--- config.mk ---
export PLATFORM = sky130hd
export DESIGN_NAME = seq_dtree_engine
export DESIGN_NICKNAME = d
export VERILOG_FILES = /design/src/rtl/seq_dtree_engine.sv
export SDC_FILE = /design/constraint.sdc
export NUM_CORES = 1
export LEC_CHECK = 0
export CORE_MARGIN = 4
export CORE_UTILIZATION = 30
export DETAILED_ROUTE_END_ITERATION = 6
export PLACE_DENSITY = 0.53
export SLEW_MARGIN = 20
export SYNTH_ARGS = -nofsm -noshare
export SYNTH_HDL_FRONTEND = slang
export SYNTH_SLANG_ARGS = --single-unit
--- constraint.sdc ---
create_clock -name clk -period 9.8 [get_ports clk]
set_clock_uncertainty 0.2 [all_clocks]
set_input_delay 0.98 -clock clk [delete_from_list [all_inputs] [get_ports clk]]
set_output_delay 0.98 -clock clk [all_outputs]
set_load 0.005 [all_outputs]
--- src/rtl/seq_dtree_engine.sv ---
// Time-multiplexed decision-tree classifier: one node comparison per cycle over a
// loadable node table, walking from node 0 to a leaf under a depth guard.
module seq_dtree_engine #(
  parameter int unsigned N_FEATURES = 6,
  parameter int unsigned FEAT_W     = 8,
  parameter int unsigned CLASS_W    = 2,
  parameter int unsigned NODE_AW    = 5,
  parameter int unsigned FIDX_W     = 3,
  parameter int unsigned MAX_DEPTH  = 8
) (
  input  logic                         clk,
  input  logic                         rst,
  input  logic                         in_valid,
  output logic                         in_ready,
  input  logic [N_FEATURES*FEAT_W-1:0] in_feat,
  output logic                         out_valid,
  input  logic                         out_ready,
  output logic [CLASS_W-1:0]           out_class,
  output logic                         out_err,
  output logic [NODE_AW:0]             out_steps,
  input  logic                         cfg_we,
  input  logic [NODE_AW-1:0]           cfg_addr,
  input  logic                         cfg_leaf,
  input  logic [FIDX_W-1:0]            cfg_feat,
  input  logic [FEAT_W-1:0]            cfg_thr,
  input  logic [NODE_AW-1:0]           cfg_left,
  input  logic [NODE_AW-1:0]           cfg_right,
  input  logic [CLASS_W-1:0]           cfg_class,
  output logic                         cfg_ack
);

  localparam int unsigned NumNodes = 2 ** NODE_AW;
  localparam int unsigned StepW    = NODE_AW + 1;
  localparam logic [StepW-1:0] MaxSteps = StepW'(MAX_DEPTH);

  typedef struct packed {
    logic                leaf;
    logic [FIDX_W-1:0]   fidx;
    logic [FEAT_W-1:0]   thr;
    logic [NODE_AW-1:0]  left;
    logic [NODE_AW-1:0]  right;
    logic [CLASS_W-1:0]  cls;
  } node_t;

  localparam node_t NodeRst = '{leaf: 1'b1, fidx: '0, thr: '0, left: '0, right: '0, cls: '0};

  typedef enum logic [1:0] {StIdle, StWalk, StDone} state_e;

  state_e                      state_q, state_d;
  logic [NODE_AW-1:0]          idx_q, idx_d;
  logic [StepW-1:0]            steps_q, steps_d;
  logic [N_FEATURES*FEAT_W-1:0] feat_q, feat_d;
  logic [CLASS_W-1:0]          class_q, class_d;
  logic                        err_q, err_d;
  logic [StepW-1:0]            osteps_q, osteps_d;
  logic                        cfg_ack_q;

  node_t       node_q [NumNodes];
  node_t       cur;
  logic [FEAT_W-1:0] sel_feat;
  logic        go_left;
  logic        cfg_apply;

  // Inference wins a same-cycle tie with a config write.
  assign cfg_apply = cfg_we && (state_q == StIdle) && !in_valid;

  always_ff @(posedge clk) begin
    if (rst) begin
      for (int i = 0; i < NumNodes; i++) node_q[i] <= NodeRst;
      cfg_ack_q <= 1'b0;
    end else begin
      cfg_ack_q <= cfg_apply;
      if (cfg_apply) begin
        node_q[cfg_addr] <= '{leaf: cfg_leaf, fidx: cfg_feat, thr: cfg_thr, left: cfg_left,
                              right: cfg_right, cls: cfg_class};
      end
    end
  end

  assign cur = node_q[idx_q];

  // Out-of-range feature indices read as zero, so such a node always goes left.
  always_comb begin
    sel_feat = '0;
    for (int i = 0; i < N_FEATURES; i++) begin
      if (cur.fidx == FIDX_W'(i)) sel_feat = feat_q[i*FEAT_W +: FEAT_W];
    end
  end

  assign go_left = (sel_feat <= cur.thr);

  always_comb begin
    state_d  = state_q;
    idx_d    = idx_q;
    steps_d  = steps_q;
    feat_d   = feat_q;
    class_d  = class_q;
    err_d    = err_q;
    osteps_d = osteps_q;
    unique case (state_q)
      StIdle: begin
        if (in_valid) begin
          feat_d  = in_feat;
          idx_d   = '0;
          steps_d = '0;
          state_d = StWalk;
        end
      end
      StWalk: begin
        if (cur.leaf) begin
          class_d  = cur.cls;
          err_d    = 1'b0;
          osteps_d = steps_q;
          state_d  = StDone;
        end else if (steps_q == MaxSteps) begin
          class_d  = '0;
          err_d    = 1'b1;
          osteps_d = steps_q;
          state_d  = StDone;
        end else begin
          idx_d   = go_left ? cur.left : cur.right;
          steps_d = steps_q + StepW'(1);
        end
      end
      StDone: begin
        if (out_ready) state_d = StIdle;
      end
      default: state_d = StIdle;
    endcase
  end

  always_ff @(posedge clk) begin
    if (rst) begin
      state_q  <= StIdle;
      idx_q    <= '0;
      steps_q  <= '0;
      feat_q   <= '0;
      class_q  <= '0;
      err_q    <= 1'b0;
      osteps_q <= '0;
    end else begin
      state_q  <= state_d;
      idx_q    <= idx_d;
      steps_q  <= steps_d;
      feat_q   <= feat_d;
      class_q  <= class_d;
      err_q    <= err_d;
      osteps_q <= osteps_d;
    end
  end

  assign in_ready  = (state_q == StIdle);
  assign out_valid = (state_q == StDone);
  assign out_class = class_q;
  assign out_err   = err_q;
  assign out_steps = osteps_q;
  assign cfg_ack   = cfg_ack_q;

endmodule

==> results by stage, run 1 <==
Setup path:
- The arrival time reported for the critical path endpoint is 6590 ps.
- The critical-path maximum fanout is 63.
- For the worst setup path, the data required time is 10,140 ps.
- For flop-to-flop paths, the worst setup slack is 3550 ps.
- The critical path capture point type is a register.
- Counting cells, the worst reg-to-reg path comes to 11.
- The class of the most critical setup path is register to register.
- The kind of start point of the critical path is a register.

Synthesis:
- The synthesis-stage register bit count is 844.
- The number of warnings reported in the yosys synthesis log is 0.
- The number of different library cells in the post-synthesis netlist is 47.
- The proportion of synthesized chip area in sequential cells is 64.35%.
- The number of enable-type register cells in the synthesized netlist is 768.
- Synthesis produced a netlist whose cell count is 2,518.
- A synthesized cell averages 15.17 um^2.
- The synthesized area is 0.03820 mm^2.
- The number of nets in the synthesized netlist is 2,610.
- For this run, the leading register cell type out of synthesis is sky130_fd_sc_hd__edfxtp_1.
- The async set or reset register ratio after synthesis is 0%.

Layout:
- The library cells used most frequently in the layout, excluding fill and tap cells, are 768 x sky130_fd_sc_hd__edfxtp_1, 741 x sky130_fd_sc_hd__and2_1, 225 x sky130_fd_sc_hd__mux4_2, 116 x sky130_fd_sc_hd__nand2_1, 97 x sky130_fd_sc_hd__clkbuf_16.
- The number of standard cells in the layout, taps in and fillers out is 4,272.
- The final layout contains 2,624 nets.
- The library cell used most frequently in the layout, excluding fill and tap cells, is sky130_fd_sc_hd__edfxtp_1.
- Summing all non-filler instances in the final layout gives an area of 0.04378 mm^2.
- The number of fill cells is 11,866.
- The proportion of layout cells with a drive suffix above 1 is 19.36%.
- The synthesis-to-finish area growth is 14.59%.

Hold path:
- The worst hold path class is register to register.
- The startpoint identified for the worst hold timing path is out_err.

Power:
- The switching power of the nets is 1791 uW.
- In this run switching power makes up 22.13% of total power.
- In this run the static leakage power is 0.01492 uW.
- The logic gate share of total power is 5.0%.
- The part of the total power dissipated in the clock network is 44.3%.
- The sequential share of power is 50.7%.
- The peak supply drop is 0.1272 mV.
- Power spread over the standard cell area amounts to 184.8 mW/mm^2.
- The internal power consumption is 6300 uW.

Timing:
- In this run the tightest slew margin relative to its limit is 22.22%.
- The minimum setup slack in the final design is 3550 ps.
- In the finished design, the share of the clock period the worst path needs comes to 63.77%.
- The setup total negative slack is 0 ps.
- The final hold violation count is 0.
- For the pin with the worst max-slew slack, the measured transition is 1162 ps.
- Timing would allow up to 0.1600 GHz.
- The shortest period the worst path allows is 6250 ps.
- Setup violations remaining at the end of the flow were counted as 0.
- The count of final max-slew check failures is 0.
- Setup repair after global routing left no endpoint under its margin.

Floorplanning:
- The die span in y is 364.9 um.
- The initial cell density of the core is 30.31%.
- Row generation in the floorplan step produced 130 rows.
- The horizontal die dimension is 364.9 um.
- The die covers 0.1331 mm^2.
- For this design the top-level I/O count stands at 94.
- The core area is 0.1261 mm^2.

Detailed routing:
- In the routed design, unresolved DRC markers number 0.
- The first TritonRoute pass finished after 6 iterations.
- The aggregate routed wire length is 112,700 um.
- The via count normalized by instance count is 5.029.
- The via count is 21,483.
- The detail route stage leaves a number of antenna-violating nets equal to 0.
- The average wire length per cell after detail routing is 26.38 um.
- In this run, the number of DRC markers left after iteration 0 of detailed routing was 2,247.

Placement:
- The placed wire-length estimate after detailed placement is 62,010 um.
- The placed cell count is 4,085.
- The routability congestion estimate from global placement is 0.8144.
- The placed instances occupy a cell area of 0.04066 mm^2.
- At the placement stage, the worst setup path has a slack of 3569 ps.
- During placement, the flow inserted port buffers numbering 93.

Global routing:
- The first-pass GRT wire length is 161,700 um.
- The maximum number of pins on one net before global-route repair is 98.
- The number of antenna violations at the first check in global routing is 16.
- The total routing resource utilization after global routing is 16.82%.
- The number of global-route vias before repair is 22,447.
- Global routing finished with a remaining overflow of 0.

Job:
- The reported max-cap violation count is 0.

Clock network:
- The number of buffers created by CTS is 95.
- Once the clock tree was built, the resizer swapped 0 gates to a different size.
- Once the clock tree was built, the setup fixing pass inserted 0 buffers.
- The number of hold buffers added after CTS was 0.
- The insertion delay of the later-clocked pin in the worst-skew pair is 660 ps.
- The buffer type at the clock tree root is sky130_fd_sc_hd__clkbuf_16.
- CTS built an H-tree with a depth of 3.
- The longest clock path from root to sink contains 3 buffers.
- After clock tree synthesis, the clock-pin slew on the worst setup and hold paths is 60 ps.
- TritonCTS built the clock tree.
- The clock net sink count is 844.

Status:
- The run finished with clean final reports.
-- cells in the mapped netlist (2+ instances only) --
library cell	instances	area, um^2
sky130_fd_sc_hd__edfxtp_1	768	23060
sky130_fd_sc_hd__and2_1	741	4636
sky130_fd_sc_hd__mux4_2	225	5067
sky130_fd_sc_hd__clkbuf_1	183	686.9
sky130_fd_sc_hd__nand2_1	116	435.4
sky130_fd_sc_hd__dfxtp_1	76	1521
sky130_fd_sc_hd__a21oi_1	54	270.3
sky130_fd_sc_hd__nor2_1	51	191.4
sky130_fd_sc_hd__mux2i_1	44	440.4
sky130_fd_sc_hd__or3_1	38	237.7
sky130_fd_sc_hd__or2_2	34	212.7
sky130_fd_sc_hd__mux2_2	21	236.5
sky130_fd_sc_hd__buf_2	17	85.08
sky130_fd_sc_hd__a22oi_1	14	105.1
sky130_fd_sc_hd__a22o_1	12	105.1
sky130_fd_sc_hd__ha_1	10	125.1
sky130_fd_sc_hd__buf_4	9	67.56
sky130_fd_sc_hd__nand3_1	9	45.04
sky130_fd_sc_hd__nor2b_1	9	56.30
sky130_fd_sc_hd__o22ai_1	9	56.30
sky130_fd_sc_hd__buf_6	8	90.09
sky130_fd_sc_hd__buf_1	7	26.28
sky130_fd_sc_hd__nor3_1	7	35.03
sky130_fd_sc_hd__nand2b_1	6	37.54
sky130_fd_sc_hd__inv_1	5	18.77
sky130_fd_sc_hd__a211oi_1	4	30.03
sky130_fd_sc_hd__a221oi_1	4	35.03
sky130_fd_sc_hd__a21boi_0	3	22.52
sky130_fd_sc_hd__a21o_1	3	22.52
sky130_fd_sc_hd__and3_1	3	18.77
sky130_fd_sc_hd__nand3b_1	3	22.52
sky130_fd_sc_hd__nor3b_1	3	22.52
sky130_fd_sc_hd__o21a_1	3	22.52
sky130_fd_sc_hd__o21ai_0	3	15.01
sky130_fd_sc_hd__and3b_1	2	17.52
sky130_fd_sc_hd__o31a_1	2	17.52
sky130_fd_sc_hd__o31ai_1	2	15.01
-- power by group through the flow --
| stage | sequential (uW) | clock (uW) | combinational, uW |
|---|---|---|---|
| 5_1_grt | 4110 | 3790 | 435 |
| 3_3_place_gp | 4170 | 0 | 405 |
| 2_1_floorplan | 4150 | 0 | 234 |
| 4_1_cts | 4100 | 3650 | 413 |
| 6_report | 4100 | 3590 | 404 |
| 3_5_place_dp | 4180 | 0 | 412 |
-- worst min-delay path by stage --
stage | endpoint | cells after the start
after floorplan | feat_q[24] | 2
after global placement | out_err | 2
after global routing | feat_q[26] | 2
final | out_err | 2
after detailed placement | feat_q[14] | 2
after CTS | feat_q[14] | 2
-- cells by family after synthesis --
logic type / share of synthesized area [%]
fa+ha+maj: 0.3275
compound gates: 1.936
buf+inv: 2.551
flops: 64.35
mux: 15.04
simple gates: 15.80
-- worst max-delay path, stage by stage, from the launching register on --
cell                      delay [ps]
sky130_fd_sc_hd__dfxtp_4         980
sky130_fd_sc_hd__buf_4           730
sky130_fd_sc_hd__buf_4           910
sky130_fd_sc_hd__mux4_2          420
sky130_fd_sc_hd__mux4_2          520
sky130_fd_sc_hd__mux2i_1         390
sky130_fd_sc_hd__ha_1            330
sky130_fd_sc_hd__and4_1          230
sky130_fd_sc_hd__a32oi_1         260
sky130_fd_sc_hd__buf_4           250
sky130_fd_sc_hd__mux4_2          520
sky130_fd_sc_hd__a22o_1          260
-- metal layers --
layer / vias to the layer above / GRT usage, % / part of all wire [%]
met5: - / 0 / 0.027
met3: 149 / 3.304 / 7.1
li1: 9280 / - / -
met2: 763 / 28.53 / 49
met1: 11285 / 22.20 / 42
met4: 6 / 4.150 / 2.2
-- area by class of cell --
| type | instances | area [um^2] | area share, % |
|---|---|---|---|
| clock inverter | 54 | 558.0 | 1.275 |
| multi-input combinational | 1445 | 12700 | 29.01 |
| clock buffer | 125 | 2592 | 5.922 |
| inverter | 5 | 18.77 | 0.04287 |
| tap | 1650 | 2064 | 4.716 |
| sequential | 844 | 24600 | 56.18 |
| timing repair buffer | 141 | 1229 | 2.807 |
| antenna | 8 | 20.02 | 0.04573 |
-- through the flow --
stage,util (%),hold WS (ps),power [uW]
after floorplan,-,232.9,4385
after global placement,32.26,247.8,4575
after detailed placement,32.25,250.8,4590
after CTS,34.75,259.7,8168
after global routing,34.72,279.0,8339
final,34.73,261.2,8090
-- sequential cells by signal, indices dropped and copies added, names as in the netlist, named ones only --
name,flops
cfg_ack,1
steps_q,6
feat_q,48
out_steps,6
out_err,1
out_class,2
state_q,2
idx_q,5
node_q,768
Note: power is estimated with default switching activity, not from simulation.
==> run 2: changes to the inputs <==
- clock period: 9.8 -> 6.2 ns (I/O delays scaled with it)
==> run 2 against run 1 <==
Effect of this change: non-clock buffer count increased by 1; register-to-register slack got worse by 2700 ps; via count shrank 1.0%; clock power grew 52%; wire length fell by 3.4%; global-route usage fell by 0.65 points; worst setup slack worse by 2700 ps; critical path depth up 4; utilization down 0.094 points; total power increased by 56%; combinational power rose by 59%; largest power group unchanged.
==> results by stage, run 2 (synthesis gave the netlist of run 1 again) <==
Status:
- Status: finished clean (unchanged).

Setup path:
- The critical-path maximum fanout is 25 (was 63).
- The data required time at the worst endpoint is 6530 ps (was 10,140 ps).
- The largest incremental delay on the critical path is 670 ps (was 980 ps).
- The arrival time reported for the critical path endpoint is 5640 ps (was 6590 ps).
- The depth of the worst register-to-register path is 15 (was 11).
- The slowest cell on the critical path is sky130_fd_sc_hd__dfxtp_4 (unchanged).
- The worst-case register-to-register setup slack came to 890 ps (was 3550 ps).
- The kind of start point of the critical path was a register (unchanged).
- The critical path capture point type is a register (unchanged).
- Worst path cell trace: mux4_2, a22oi_1, o31a_1, nand2_1, nor3b_2, a22oi_1, a211oi_1, ha_1, a21oi_1, o22ai_1, o21ai_0, a32oi_1, buf_4, mux4_2, a22o_1 (was buf_4, buf_4, mux4_2, mux4_2, mux2i_1, ha_1, and4_1, a32oi_1, buf_4, mux4_2, a22o_1).
- The class of the most critical setup path is register to register (unchanged).

Clock network:
- The post-cts gate resize count is 0 (unchanged).
- The register clock-pin slew on the reported worst setup and hold paths is 60 ps (about the same).
- The number of setup buffers added after CTS is 0 (unchanged).
- The number of buffers created by CTS is 95 (unchanged).
- The hold-fix buffer count after cts is 0 (unchanged).
- The level count of the clock H-tree was 3 (unchanged).
- The worst-case clock buffer depth is 3 (unchanged).
- The buffer type at the clock tree root is sky130_fd_sc_hd__clkbuf_16 (unchanged).
- The clock net sink count is 844 (unchanged).
- The CTS tree is built (unchanged).
- The insertion delay of the later-clocked pin in the worst-skew pair was 650 ps (was 660 ps).

Placement:
- The count of buffers inserted at the top-level ports is 93 (unchanged).
- The placed wire-length estimate after detailed placement is 60,270 um (was 62,010 um).
- The routability congestion estimate from global placement was 0.8018 (was 0.8144).

Global routing:
- The first-pass GRT wire length is 155,500 um (was 161,700 um).
- The maximum number of pins on one net before global-route repair was 124 (was 98).
- The number of antenna violations at the first check in global routing was 9 (was 16).
- The total congestion overflow after global routing was 0 (unchanged).
- The total routing resource utilization after global routing came to 16.17% (was 16.82%).
- The number of global-route vias before repair is 22,062 (was 22,447).

Detailed routing:
- The detailed-route DRC error count is 0 (unchanged).
- The DRC marker count from the first detailed-route iteration came to 2,221 (was 2,247).
- The residual antenna-violating net count after detailed routing is 0 (unchanged).
- The aggregate routed wire length is 108,900 um (was 112,700 um).
- The average wire length per cell after detail routing was 25.55 um (was 26.38 um).
- The via count normalized by instance count is 4.990 (was 5.029).
- The first-pass iteration count of the detailed router is 5 (was 6).
- The via count came to 21,268 (was 21,483).

Floorplanning:
- The boundary pin count is 94 (unchanged).
- The horizontal die dimension came to 364.9 um (unchanged).
- The initial cell density of the core is 30.31% (unchanged).
- The die span in y is 364.9 um (unchanged).
- The count of standard-cell rows is 130 (unchanged).
- The core area was 0.1261 mm^2 (unchanged).
- The die outline area is 0.1331 mm^2 (unchanged).

Timing:
- The final hold violation count is 0 (unchanged).
- The count of final max-slew check failures is 0 (unchanged).
- The period utilization is 85.68% (was 63.77%).
- The actual slew at the worst max-slew pin is 1112 ps (was 1162 ps).
- The maximum achievable frequency is 0.1883 GHz (was 0.1600 GHz).
- The shortest period the worst path allows is 5312 ps (was 6250 ps).
- The final setup violation count is 0 (unchanged).
- The worst slew margin relative to its limit is 25.60% (was 22.22%).
- Setup repair after global routing missed its margin: false (unchanged).
- The setup total negative slack was 0 ps (unchanged).

Hold path:
- The launch point of the worst hold path is rst (was out_err).
- The destination of the worst hold path is steps_q[1] (was out_err).
- The number of stages on the worst hold path is 2 (unchanged).
- The worst hold path class is primary input to register (was register to register).

Layout:
- The number of nets in the layout is 2,625 (was 2,624).
- The proportion of layout cells with a drive suffix above 1 is 18.99% (was 19.36%).
- The leading cell type in the layout, fill and taps excluded is sky130_fd_sc_hd__edfxtp_1 (unchanged).
- The synthesis-to-finish area growth came to 14.28% (was 14.59%).
- The final core utilization is 34.63% (was 34.73%).
- Most used cells in the layout excluding fill and tap cells: 768 x sky130_fd_sc_hd__edfxtp_1, 741 x sky130_fd_sc_hd__and2_1, 225 x sky130_fd_sc_hd__mux4_2, 116 x sky130_fd_sc_hd__nand2_1, 98 x sky130_fd_sc_hd__clkbuf_16 (was 768 x sky130_fd_sc_hd__edfxtp_1, 741 x sky130_fd_sc_hd__and2_1, 225 x sky130_fd_sc_hd__mux4_2, 116 x sky130_fd_sc_hd__nand2_1, 97 x sky130_fd_sc_hd__clkbuf_16).
- The register ranked first by flip-flop count is node_q (unchanged).
- The number of flip-flops in the largest register is 768 (unchanged).
- Regs by FF count: node_q (768), feat_q (48) (unchanged).

Power:
- The switching power of the nets came to 2742 uW (was 1791 uW).
- The switching share of power is 21.77% (was 22.13%).
- The peak supply drop is 0.1916 mV (was 0.1272 mV).
- The sequential share of power is 51.4% (was 50.7%).
- The part of the total power dissipated in the clock network is 43.5% (was 44.3%).
- The static leakage is 0.01484 uW (was 0.01492 uW).
- The power density of the placed cells was 288.4 mW/mm^2 (was 184.8 mW/mm^2).
- The logic gate share of total power is 5.1% (was 5.0%).
- The internal power consumption came to 9851 uW (was 6300 uW).

Job:
- The reported max-cap violation count is 0 (unchanged).
-- run 2: cell count changes in the layout (fill, tap and decap cells not counted), moves of 2 or more --
cell	before	now
sky130_fd_sc_hd__clkinvlp_4	1	3
sky130_fd_sc_hd__clkinv_16	2	0
sky130_fd_sc_hd__clkinv_2	26	8
sky130_fd_sc_hd__nor2_2	12	14
sky130_fd_sc_hd__clkinv_1	13	21
sky130_fd_sc_hd__clkbuf_1	22	20
sky130_fd_sc_hd__bufinv_16	9	6
sky130_fd_sc_hd__buf_12	0	2
sky130_fd_sc_hd__diode_2	8	5
sky130_fd_sc_hd__clkbuf_4	0	4
sky130_fd_sc_hd__nor2_4	3	1
-- run 2: worst max path at each step --
stage	startpoint	endpoint	depth (start not counted)
2_1_floorplan	register	register	14
3_3_place_gp	register	register	15
3_5_place_dp	register	register	15
4_1_cts	register	register	15
5_1_grt	register	register	14
6_report	register	register	15
-- run 2: power groups by stage --
stage / Sequential [uW] / Clock (uW) / Combinational [uW]
2_1_floorplan: 6560 / 0 / 370
3_3_place_gp: 6590 / 0 / 644
3_5_place_dp: 6600 / 0 / 652
4_1_cts: 6480 / 5570 / 654
5_1_grt: 6490 / 5800 / 687
6_report: 6480 / 5470 / 641
-- run 2: layout make-up --
cell class,instances,area [um^2]
Fill cell,11957,82400
Inverter,5,18.77
Clock inverter,43,376.6
Timing Repair Buffer,142,1256
Sequential cell,844,24600
Tap cell,1650,2064
Antenna cell,5,12.51
Multi-Input combinational cell,1445,12690
Clock buffer,128,2640
-- run 2: layer usage --
| metal | track usage [%] | vias up | share of wire (%) |
|---|---|---|---|
| li1 | - | 9262 | - |
| met1 | 21.72 | 11085 | 42 |
| met2 | 26.71 | 768 | 48 |
| met3 | 2.933 | 153 | 7.3 |
| met4 | 4.980 | 0 | 2.7 |
| met5 | 0 | - | 0 |
-- run 2: critical path: cells and delay by family (launching register included) --
| kind | cells | cell delay [ps] |
|---|---|---|
| buf+inv | 1 | 230 |
| flops | 1 | 670 |
| simple gates | 2 | 810 |
| mux | 2 | 1100 |
| fa+ha+maj | 1 | 200 |
| compound gates | 9 | 1950 |
-- run 2: stage by stage --
stage               area, um^2  hold WS [ps]  setup slack, ps  cells  total power (uW)
finish                   43660         211.7            888.1   4262             12590
global route             43650         226.3            532.5   4257             12990
CTS                      43710         160.1            940.6   4257             12700
detailed placement       40690         251.9            955.7   4086              7250
global placement         40690         247.7             1025   4086              7229
floorplan                38200         232.9             1378   2518              6931
==> edit, RTL diff (config.mk and constraints of run 2) <==
Register the input `cfg_addr` before use, without a reset. The logic sees it one clock later. The other inputs are not delayed to match.
--- a/src/rtl/seq_dtree_engine.sv
+++ b/src/rtl/seq_dtree_engine.sv
@@ -48,2 +48,8 @@
 
+  logic [NODE_AW-1:0] cfg_addr_q;
+
+  always_ff @(posedge clk) begin
+    cfg_addr_q <= cfg_addr;
+  end
+
   state_e                      state_q, state_d;
@@ -73,3 +79,3 @@
       if (cfg_apply) begin
-        node_q[cfg_addr] <= '{leaf: cfg_leaf, fidx: cfg_feat, thr: cfg_thr, left: cfg_left,
+        node_q[cfg_addr_q] <= '{leaf: cfg_leaf, fidx: cfg_feat, thr: cfg_thr, left: cfg_left,
                               right: cfg_right, cls: cfg_class};
Function: not settled (the Yosys comparison gave no result); the edit may change what the design does.
==> edit against run 2 <==
- via count rose by 4.6%
- setup slack improved by 0.069 ns
- sequential cell count rose by 5
- sequential power barely moved
- total power fell by 0.91%
- critical path type unchanged
- die area rose by 1.0%
- core utilization fell by 0.21 points
- largest power group unchanged
- sequential share of layout area fell by 0.16 points
- largest cell class unchanged
- wire length rose by 10%
- cell area rose by 0.68%
- combinational power fell by 4.2%
- area after synthesis rose by 1.0%
==> edit: results (changes against run 2) <==
stage	metric	value	unit	change
worst_hold_path	hold_depth	1		-1
timing	fin_hold_ws	0.209	ns	-0.00250 ns
run_status	status	finished, final reports clean		
power	p_clk	5.38	mW	-2%
power	swShare	22.6	%	+0.80 points
setup_path	slowest_delay	0.75	ns	+0.08 ns
synth	synthDistinctLibCells	60		+28%
power	power.leakage	15.1	nW	+1.7%
synth	synth_mux_area_share	14.3	%	-0.77 points
place	dp_slack	1.04	ns	+0.0875 ns
global_route	met3_usage	3.38	%	+0.45 points
global_route	grt_pass1_wl	170000	um	+9.0%
power	comb_power	0.614	mW	-4.2%
place	place_area	0.0411	mm^2	+0.96%
routing	wl_met3	8480	um	+6.5%
synth	synth_cells	2589		+2.8%
routing	drt-initial-drc-count	2466		+11%
global_route	grt_pass1_vias	22900		+3.9%
place	gp_congestion	0.883		+10%
place	dp_cells	4168		+2.0%
synth	synthTopCellsByCount	edfxtp_1, and2_1, mux4_2		
synth	synth-seq-area-share	63.9	%	-0.40 points
routing	avgViaCountPerCell	5.12		+2.6%
clocking	cts_made_buffers	94		-1.1%
synth	synth_compound_area_share	2.73	%	+0.79 points
setup_path	critical_path_arrival	5.63	ns	about the same
routing	dr.max_layer_used	met5		
global_route	grt_use_met2	30.6	%	+3.9 points
routing	num_vias	22300		+4.6%
timing	finalCritPeriodShare	84.6	%	-1.1 points
place	place_hpwl	70100	um	+16%
setup_path	r2r_cells	14		-1
-- edit: cell count changes after synthesis, moves of 6 or more --
| cell | delta |
|---|---|
| a21oi_1 | +6 |
| a221o_1 | +6 |
| a22o_1 | -7 |
| a32o_1 | +7 |
| buf_2 | +21 |
| clkbuf_1 | -10 |
| mux2_2 | -7 |
| mux4_2 | -13 |
| nand2b_1 | +13 |
| nand3_1 | +21 |
| nor2_1 | -6 |
| o21ai_0 | +18 |
-- edit: area by class of cell --
type / count / area, um^2 / share of cell area (%)
Antenna cell: 4 / 10.0 / 0.0228
Tap cell: 1662 / 2080 / 4.73
Clock inverter: 50 / 430 / 0.979
Timing Repair Buffer: 146 / 1280 / 2.90
Inverter: 9 / 33.8 / 0.0769
Multi-Input combinational cell: 1502 / 12900 / 29.4
Sequential cell: 849 / 24700 / 56.2
Clock buffer: 123 / 2500 / 5.69
